$ cat src/rtl/pwm_pkg.sv
// Shared definitions for the PWM decoder: FSM encoding, synchronizer depth and
// the PWM period constant shared with the generator.
package pwm_pkg;

  typedef enum logic [1:0] {
    StIdle = 2'd0,
    StHigh = 2'd1,
    StLow  = 2'd2
  } pwm_state_e;

  localparam int unsigned SyncStages = 2;
  localparam int unsigned PwmPeriod  = 16;

endpackage

$ cat src/rtl/pwm_edge_sync.sv
// Synchronizes the asynchronous PWM input and detects rising/falling edges
// on the synchronized level.
module pwm_edge_sync
  import pwm_pkg::*;
(
  input  logic clk,
  input  logic reset,
  input  logic pwm_in,
  output logic s,
  output logic rise,
  output logic fall
);

  logic [SyncStages-1:0] sync_q, sync_d;
  logic                  s_prev_q, s_prev_d;

  always_comb begin
    sync_d   = {sync_q[SyncStages-2:0], pwm_in};
    s_prev_d = sync_q[SyncStages-1];
  end

  always_ff @(posedge clk or posedge reset) begin
    if (reset) begin
      sync_q   <= '0;
      s_prev_q <= 1'b0;
    end else begin
      sync_q   <= sync_d;
      s_prev_q <= s_prev_d;
    end
  end

  assign s    = sync_q[SyncStages-1];
  assign rise = s & ~s_prev_q;
  assign fall = ~s & s_prev_q;

endmodule

$ cat src/rtl/pwm_decoder.sv
// Measures high time and period of a PWM input (rising edge to rising edge)
// and flags a line that stops toggling.
module pwm_decoder
  import pwm_pkg::*;
#(
  parameter int unsigned CNT_W   = 8,
  parameter int unsigned TIMEOUT = 100
) (
  input  logic             clk,
  input  logic             reset,
  input  logic             pwm_in,
  output logic [CNT_W-1:0] high_time,
  output logic [CNT_W-1:0] period,
  output logic             meas_valid,
  output logic             stuck_high,
  output logic             stuck_low
);

  localparam logic [CNT_W-1:0] TimeoutCnt = CNT_W'(TIMEOUT);
  localparam logic [CNT_W-1:0] TimeoutPre = CNT_W'(TIMEOUT - 1);

  logic s, rise, fall, edge_ev, timeout;

  pwm_edge_sync u_edge_sync (
    .clk    (clk),
    .reset  (reset),
    .pwm_in (pwm_in),
    .s      (s),
    .rise   (rise),
    .fall   (fall)
  );

  pwm_state_e       state_q, state_d;
  logic [CNT_W-1:0] per_cnt_q, per_cnt_d;
  logic [CNT_W-1:0] hi_cnt_q, hi_cnt_d;
  logic [CNT_W-1:0] edge_cnt_q, edge_cnt_d;
  logic [CNT_W-1:0] high_time_q, high_time_d;
  logic [CNT_W-1:0] period_q, period_d;
  logic             meas_valid_q, meas_valid_d;
  logic             stuck_high_q, stuck_high_d;
  logic             stuck_low_q, stuck_low_d;

  assign edge_ev = rise | fall;
  // Fires once, on the cycle the idle counter reaches TIMEOUT; an edge pre-empts it.
  assign timeout = ~edge_ev & (edge_cnt_q == TimeoutPre);

  always_comb begin
    state_d      = state_q;
    per_cnt_d    = per_cnt_q + CNT_W'(1);
    hi_cnt_d     = hi_cnt_q;
    edge_cnt_d   = edge_cnt_q;
    high_time_d  = high_time_q;
    period_d     = period_q;
    meas_valid_d = 1'b0;
    stuck_high_d = stuck_high_q;
    stuck_low_d  = stuck_low_q;

    // The fall cycle is excluded so hi_cnt equals cycles from rise to fall.
    if (rise) begin
      per_cnt_d = CNT_W'(1);
      hi_cnt_d  = CNT_W'(1);
    end else if (state_q == StHigh && !fall) begin
      hi_cnt_d = hi_cnt_q + CNT_W'(1);
    end

    if (edge_ev) begin
      edge_cnt_d   = '0;
      stuck_high_d = 1'b0;
      stuck_low_d  = 1'b0;
    end else if (edge_cnt_q != TimeoutCnt) begin
      edge_cnt_d = edge_cnt_q + CNT_W'(1);
    end

    unique case (state_q)
      StIdle: begin
        if (rise) state_d = StHigh;
      end
      StHigh: begin
        if (fall) state_d = StLow;
      end
      StLow: begin
        if (rise) begin
          state_d      = StHigh;
          high_time_d  = hi_cnt_q;
          period_d     = per_cnt_q;
          meas_valid_d = 1'b1;
        end
      end
      default: state_d = StIdle;
    endcase

    if (timeout) begin
      state_d      = StIdle;
      stuck_high_d = s;
      stuck_low_d  = ~s;
    end
  end

  always_ff @(posedge clk or posedge reset) begin
    if (reset) begin
      state_q      <= StIdle;
      per_cnt_q    <= '0;
      hi_cnt_q     <= '0;
      edge_cnt_q   <= '0;
      high_time_q  <= '0;
      period_q     <= '0;
      meas_valid_q <= 1'b0;
      stuck_high_q <= 1'b0;
      stuck_low_q  <= 1'b0;
    end else begin
      state_q      <= state_d;
      per_cnt_q    <= per_cnt_d;
      hi_cnt_q     <= hi_cnt_d;
      edge_cnt_q   <= edge_cnt_d;
      high_time_q  <= high_time_d;
      period_q     <= period_d;
      meas_valid_q <= meas_valid_d;
      stuck_high_q <= stuck_high_d;
      stuck_low_q  <= stuck_low_d;
    end
  end

  assign high_time  = high_time_q;
  assign period     = period_q;
  assign meas_valid = meas_valid_q;
  assign stuck_high = stuck_high_q;
  assign stuck_low  = stuck_low_q;

endmodule
$ cat config.mk
export PLATFORM = sky130hd
export DESIGN_NAME = pwm_decoder
export DESIGN_NICKNAME = d
export VERILOG_FILES = /design/src/rtl/pwm_pkg.sv /design/src/rtl/pwm_edge_sync.sv /design/src/rtl/pwm_decoder.sv
export SDC_FILE = /design/constraint.sdc
export NUM_CORES = 1
export LEC_CHECK = 0
export CORE_UTILIZATION = 30
export DETAILED_ROUTE_END_ITERATION = 16
export PLACE_DENSITY = 0.52
export SLEW_MARGIN = 5
export SYNTH_ARGS = -nofsm -noshare
export SYNTH_HDL_FRONTEND = slang
export SYNTH_SLANG_ARGS = --single-unit
$ cat constraint.sdc
create_clock -name clk -period 2.16 [get_ports clk]
set_input_delay 0.432 -clock clk [delete_from_list [all_inputs] [get_ports clk]]
set_output_delay 0.432 -clock clk [all_outputs]
set_load 0.02 [all_outputs]
==> impl_metrics.json <==
{
  "detail_route.drc_violations": 0,
  "grt-ovfl-total": 0,
  "yosys.area_share.simple": 0.1549,
  "worst_clock_skew_ps": 7.777,
  "mostFrequentLayoutCells": "48 x sky130_fd_sc_hd__dfrtp_1, 21 x sky130_fd_sc_hd__clkdlybuf4s50_1, 14 x sky130_fd_sc_hd__mux2_2, 14 x sky130_fd_sc_hd__nand2_1, 14 x sky130_fd_sc_hd__a21oi_1",
  "setup-violations-final": 0,
  "cp.required_ps": 2350,
  "gp_routability_congestion": 0.7020,
  "worst_setup_path_end_kind": "register",
  "number_of_antenna_violations_at_the_first_check_in_global_routing": 0,
  "detailroute.via_count": 1421,
  "root_buffer": "sky130_fd_sc_hd__clkbuf_8",
  "vias_in_the_first_global_route": 1410,
  "drt_iter0_markers": 55,
  "fin_cells": 292,
  "vdd.ir_drop.worst_uv": 455.4,
  "worst-slew-pin-transition_ps": 617.1,
  "hold_viol_final": 0,
  "leakagePower_uw": 0.001139,
  "final-max-slew-violation-count": 0,
  "layout.core_utilization": 0.3819,
  "y_dimension_of_the_die_microns": 85.51,
  "htree_levels": 2,
  "power.combinational.fraction": 0.211,
  "post_synth_xor_area_fraction": 0.02512,
  "synth-compound-area-share": 0.08911,
  "post-cts-setup-buffer-count": 0,
  "rows": 30,
  "synth_seq_cells": 48,
  "netlist_area_sq_um": 2092,
  "floorplan.io_pins": 22,
  "clock_insertion_delay_worst_skew_ps": 300,
  "routed_via_density": 4.866,
  "cp.arrival_ps": 2080,
  "detail_route.first_pass.iterations": 6,
  "routed_wl_mm": 3.864,
  "worst_setup_path_start_kind": "register",
  "synth.area.mux_share": 0.08971,
  "pin_count_of_the_biggest_net_entering_global_routing": 49,
  "worst_rel_slew_slack": 0.5828,
  "post_synth_num_cell_types": 35,
  "p_clk_frac": 0.339,
  "track_usage": 0.1168,
  "post_synthesis_average_cell_area_sq_um": 11.31,
  "worst-path-max-fanout": 5,
  "clkTransAtPathRegs_ps": 90,
  "switching_share": 0.2740,
  "die_width_microns": 85.51,
  "num_antenna_cells": 0,
  "power_density_nw_per_um2": 1012,
  "totalNegativeSetupSlack_ps": 0,
  "synth_adder_area_share": 0.03589,
  "finalWorstPathRequiredPeriod_ps": 1891,
  "postCtsResizedCells": 0,
  "start_util": 0.3096,
  "final_layout_size_suffix_gt1_frac": 0.1274,
  "outcome": "complete, no violations",
  "number_of_placed_instances_taps_included": 284,
  "port_buffers": 21,
  "layout.cells.most_common": "sky130_fd_sc_hd__dfrtp_1",
  "sequentialPowerShare": 0.451,
  "route.antenna.remaining_nets": 0,
  "largest_family_of_logic_cells_by_synthesized_area": "simple AND/OR/NAND/NOR gates",
  "die_area_sq_um": 7311,
  "seq_area_frac_synth": 0.5742,
  "synthesis.instances": 185,
  "critical_path_class": "register to register",
  "dp_hpwl_mm": 2.555,
  "yosys_warnings": 0,
  "post-layout-total-power_uw": 2612,
  "cell_internal_pwr_uw": 1896,
  "synth_nets": 194,
  "cts_hold_repair.buffers": 0,
  "final_net_count": 220,
  "cts_num_sinks": 48,
  "switching_power_uw": 715.5,
  "grt_setup_unrepaired": "false",
  "holdCritPathClass": "register to register",
  "numCtsBuffers": 5,
  "tritoncts": "built",
  "floorplan.core_area_sq_um": 6756,
  "grt_first_pass_wirelength_mm": 6.734,
  "syn2layout_area_growth_pct": 23.33,
  "achievable-frequency_ghz": 0.5288,
  "max-cap-violations": 0,
  "min_period_over_period": 0.8755,
  "cts_buffer_depth": 2,
  "post_detailed_route_wirelength_per_cell_microns": 13.23,
  "final.fill_count": 680
}
==> logic make-up (layout without fill, tap and decap cells) <==
group	count (synthesis)	count (layout)
adder cells (fa/ha/maj)	6	6
AO/OA/AOI/OAI	33	33
XOR/XNOR	6	6
buffers and inverters	17	44
multiplexers	17	17
flip-flops	48	48
AND/OR/NAND/NOR	58	58
==> metrics by stage <==
stage	hold WS [ps]	setup WS, ps	area [sq um]
after floorplan	331.2	337.3	2092
after global placement	341.9	339.9	2421
after detailed placement	345.7	295.9	2421
after CTS	375.0	279.4	2580
after global routing	374.6	106.8	2580
final	368.2	268.9	2580
==> metal layers <==
layer	wire length [microns]	track usage	share of wire	up-vias
li1	-	-	-	703
met1	2022	0.1638	0.52	695
met2	1652	0.1738	0.43	18
met3	123	0.02984	0.032	5
met4	65	0.04545	0.017	0
met5	0	0	0	-
==> worst max-delay path, stage by stage (launching register included) <==
cell	delay (ps)
sky130_fd_sc_hd__dfrtp_1	390
sky130_fd_sc_hd__inv_1	80
sky130_fd_sc_hd__ha_1	210
sky130_fd_sc_hd__or3b_1	430
sky130_fd_sc_hd__nor4_1	310
sky130_fd_sc_hd__mux2_2	370
==> layout make-up <==
type	count	area [sq um]	area share
clock buffers	5	68.82	0.02667
clock inverters	3	90.09	0.03492
inverters	11	41.29	0.01600
multi-input cells	120	825.8	0.3201
flip-flops and latches	48	1201	0.4656
well taps	80	100.1	0.03880
repair buffers	25	252.7	0.09796
==> final timing paths <==
kind,start,end,slack [ps],cells after the start
setup / recovery,u_edge_sync.sync_q[1],hi_cnt_q[7],270,5
hold / removal,u_edge_sync.sync_q[0],u_edge_sync.sync_q[1],370,0
setup reg to reg,u_edge_sync.sync_q[1],hi_cnt_q[7],270,5
hold reg to reg,u_edge_sync.sync_q[0],u_edge_sync.sync_q[1],370,0
max in group asynchronous,reset,edge_cnt_q[0],1450,3
min in group asynchronous,reset,hi_cnt_q[5],470,3
==> cell usage after synthesis <==
| library cell | n | area share |
|---|---|---|
| sky130_fd_sc_hd__a21oi_1 | 14 | 0.033 |
| sky130_fd_sc_hd__a22oi_1 | 1 | 0.0036 |
| sky130_fd_sc_hd__a31oi_1 | 1 | 0.0030 |
| sky130_fd_sc_hd__and3_1 | 1 | 0.0030 |
| sky130_fd_sc_hd__and3b_1 | 1 | 0.0042 |
| sky130_fd_sc_hd__buf_1 | 1 | 0.0018 |
| sky130_fd_sc_hd__buf_2 | 1 | 0.0024 |
| sky130_fd_sc_hd__clkbuf_1 | 4 | 0.0072 |
| sky130_fd_sc_hd__dfrtp_1 | 48 | 0.57 |
| sky130_fd_sc_hd__ha_1 | 6 | 0.036 |
| sky130_fd_sc_hd__inv_1 | 11 | 0.020 |
| sky130_fd_sc_hd__mux2_2 | 14 | 0.075 |
| sky130_fd_sc_hd__mux2i_1 | 3 | 0.014 |
| sky130_fd_sc_hd__nand2_1 | 14 | 0.025 |
| sky130_fd_sc_hd__nand2b_1 | 4 | 0.012 |
| sky130_fd_sc_hd__nand3_1 | 6 | 0.014 |
| sky130_fd_sc_hd__nand3b_1 | 1 | 0.0036 |
| sky130_fd_sc_hd__nand4_1 | 2 | 0.0060 |
| sky130_fd_sc_hd__nand4b_1 | 1 | 0.0042 |
| sky130_fd_sc_hd__nand4bb_1 | 1 | 0.0054 |
| sky130_fd_sc_hd__nor2_1 | 8 | 0.014 |
| sky130_fd_sc_hd__nor2b_1 | 2 | 0.0060 |
| sky130_fd_sc_hd__nor3_1 | 1 | 0.0024 |
| sky130_fd_sc_hd__nor4_1 | 1 | 0.0030 |
| sky130_fd_sc_hd__nor4b_1 | 1 | 0.0042 |
| sky130_fd_sc_hd__o211a_1 | 1 | 0.0048 |
| sky130_fd_sc_hd__o211ai_1 | 1 | 0.0036 |
| sky130_fd_sc_hd__o21ai_0 | 11 | 0.026 |
| sky130_fd_sc_hd__o31ai_1 | 4 | 0.014 |
| sky130_fd_sc_hd__or3_1 | 8 | 0.024 |
| sky130_fd_sc_hd__or3b_1 | 1 | 0.0042 |
| sky130_fd_sc_hd__or4_1 | 4 | 0.014 |
| sky130_fd_sc_hd__or4b_1 | 1 | 0.0048 |
| sky130_fd_sc_hd__xnor2_1 | 2 | 0.0084 |
| sky130_fd_sc_hd__xor2_1 | 4 | 0.017 |
==> power by group through the flow <==
| stage | clock, uW | combinational, uW | sequential, uW |
|---|---|---|---|
| after floorplan | 0 | 269 | 1250 |
| after global placement | 0 | 551 | 1190 |
| after detailed placement | 0 | 554 | 1190 |
| after CTS | 912 | 560 | 1180 |
| after global routing | 943 | 613 | 1200 |
| final | 884 | 550 | 1180 |
==> registers in the layout, summed over array words and instances, names as in the netlist <==
| register | count |
|---|---|
| state_q | 2 |
| stuck_low | 1 |
| high_time | 8 |
| u_edge_sync.sync_q | 2 |
| stuck_high | 1 |
| hi_cnt_q | 8 |
| period | 8 |
| meas_valid | 1 |
| u_edge_sync.s_prev_q | 1 |
| per_cnt_q | 8 |
| edge_cnt_q | 8 |
No activity file was read; power rests on OpenSTA's default activity.
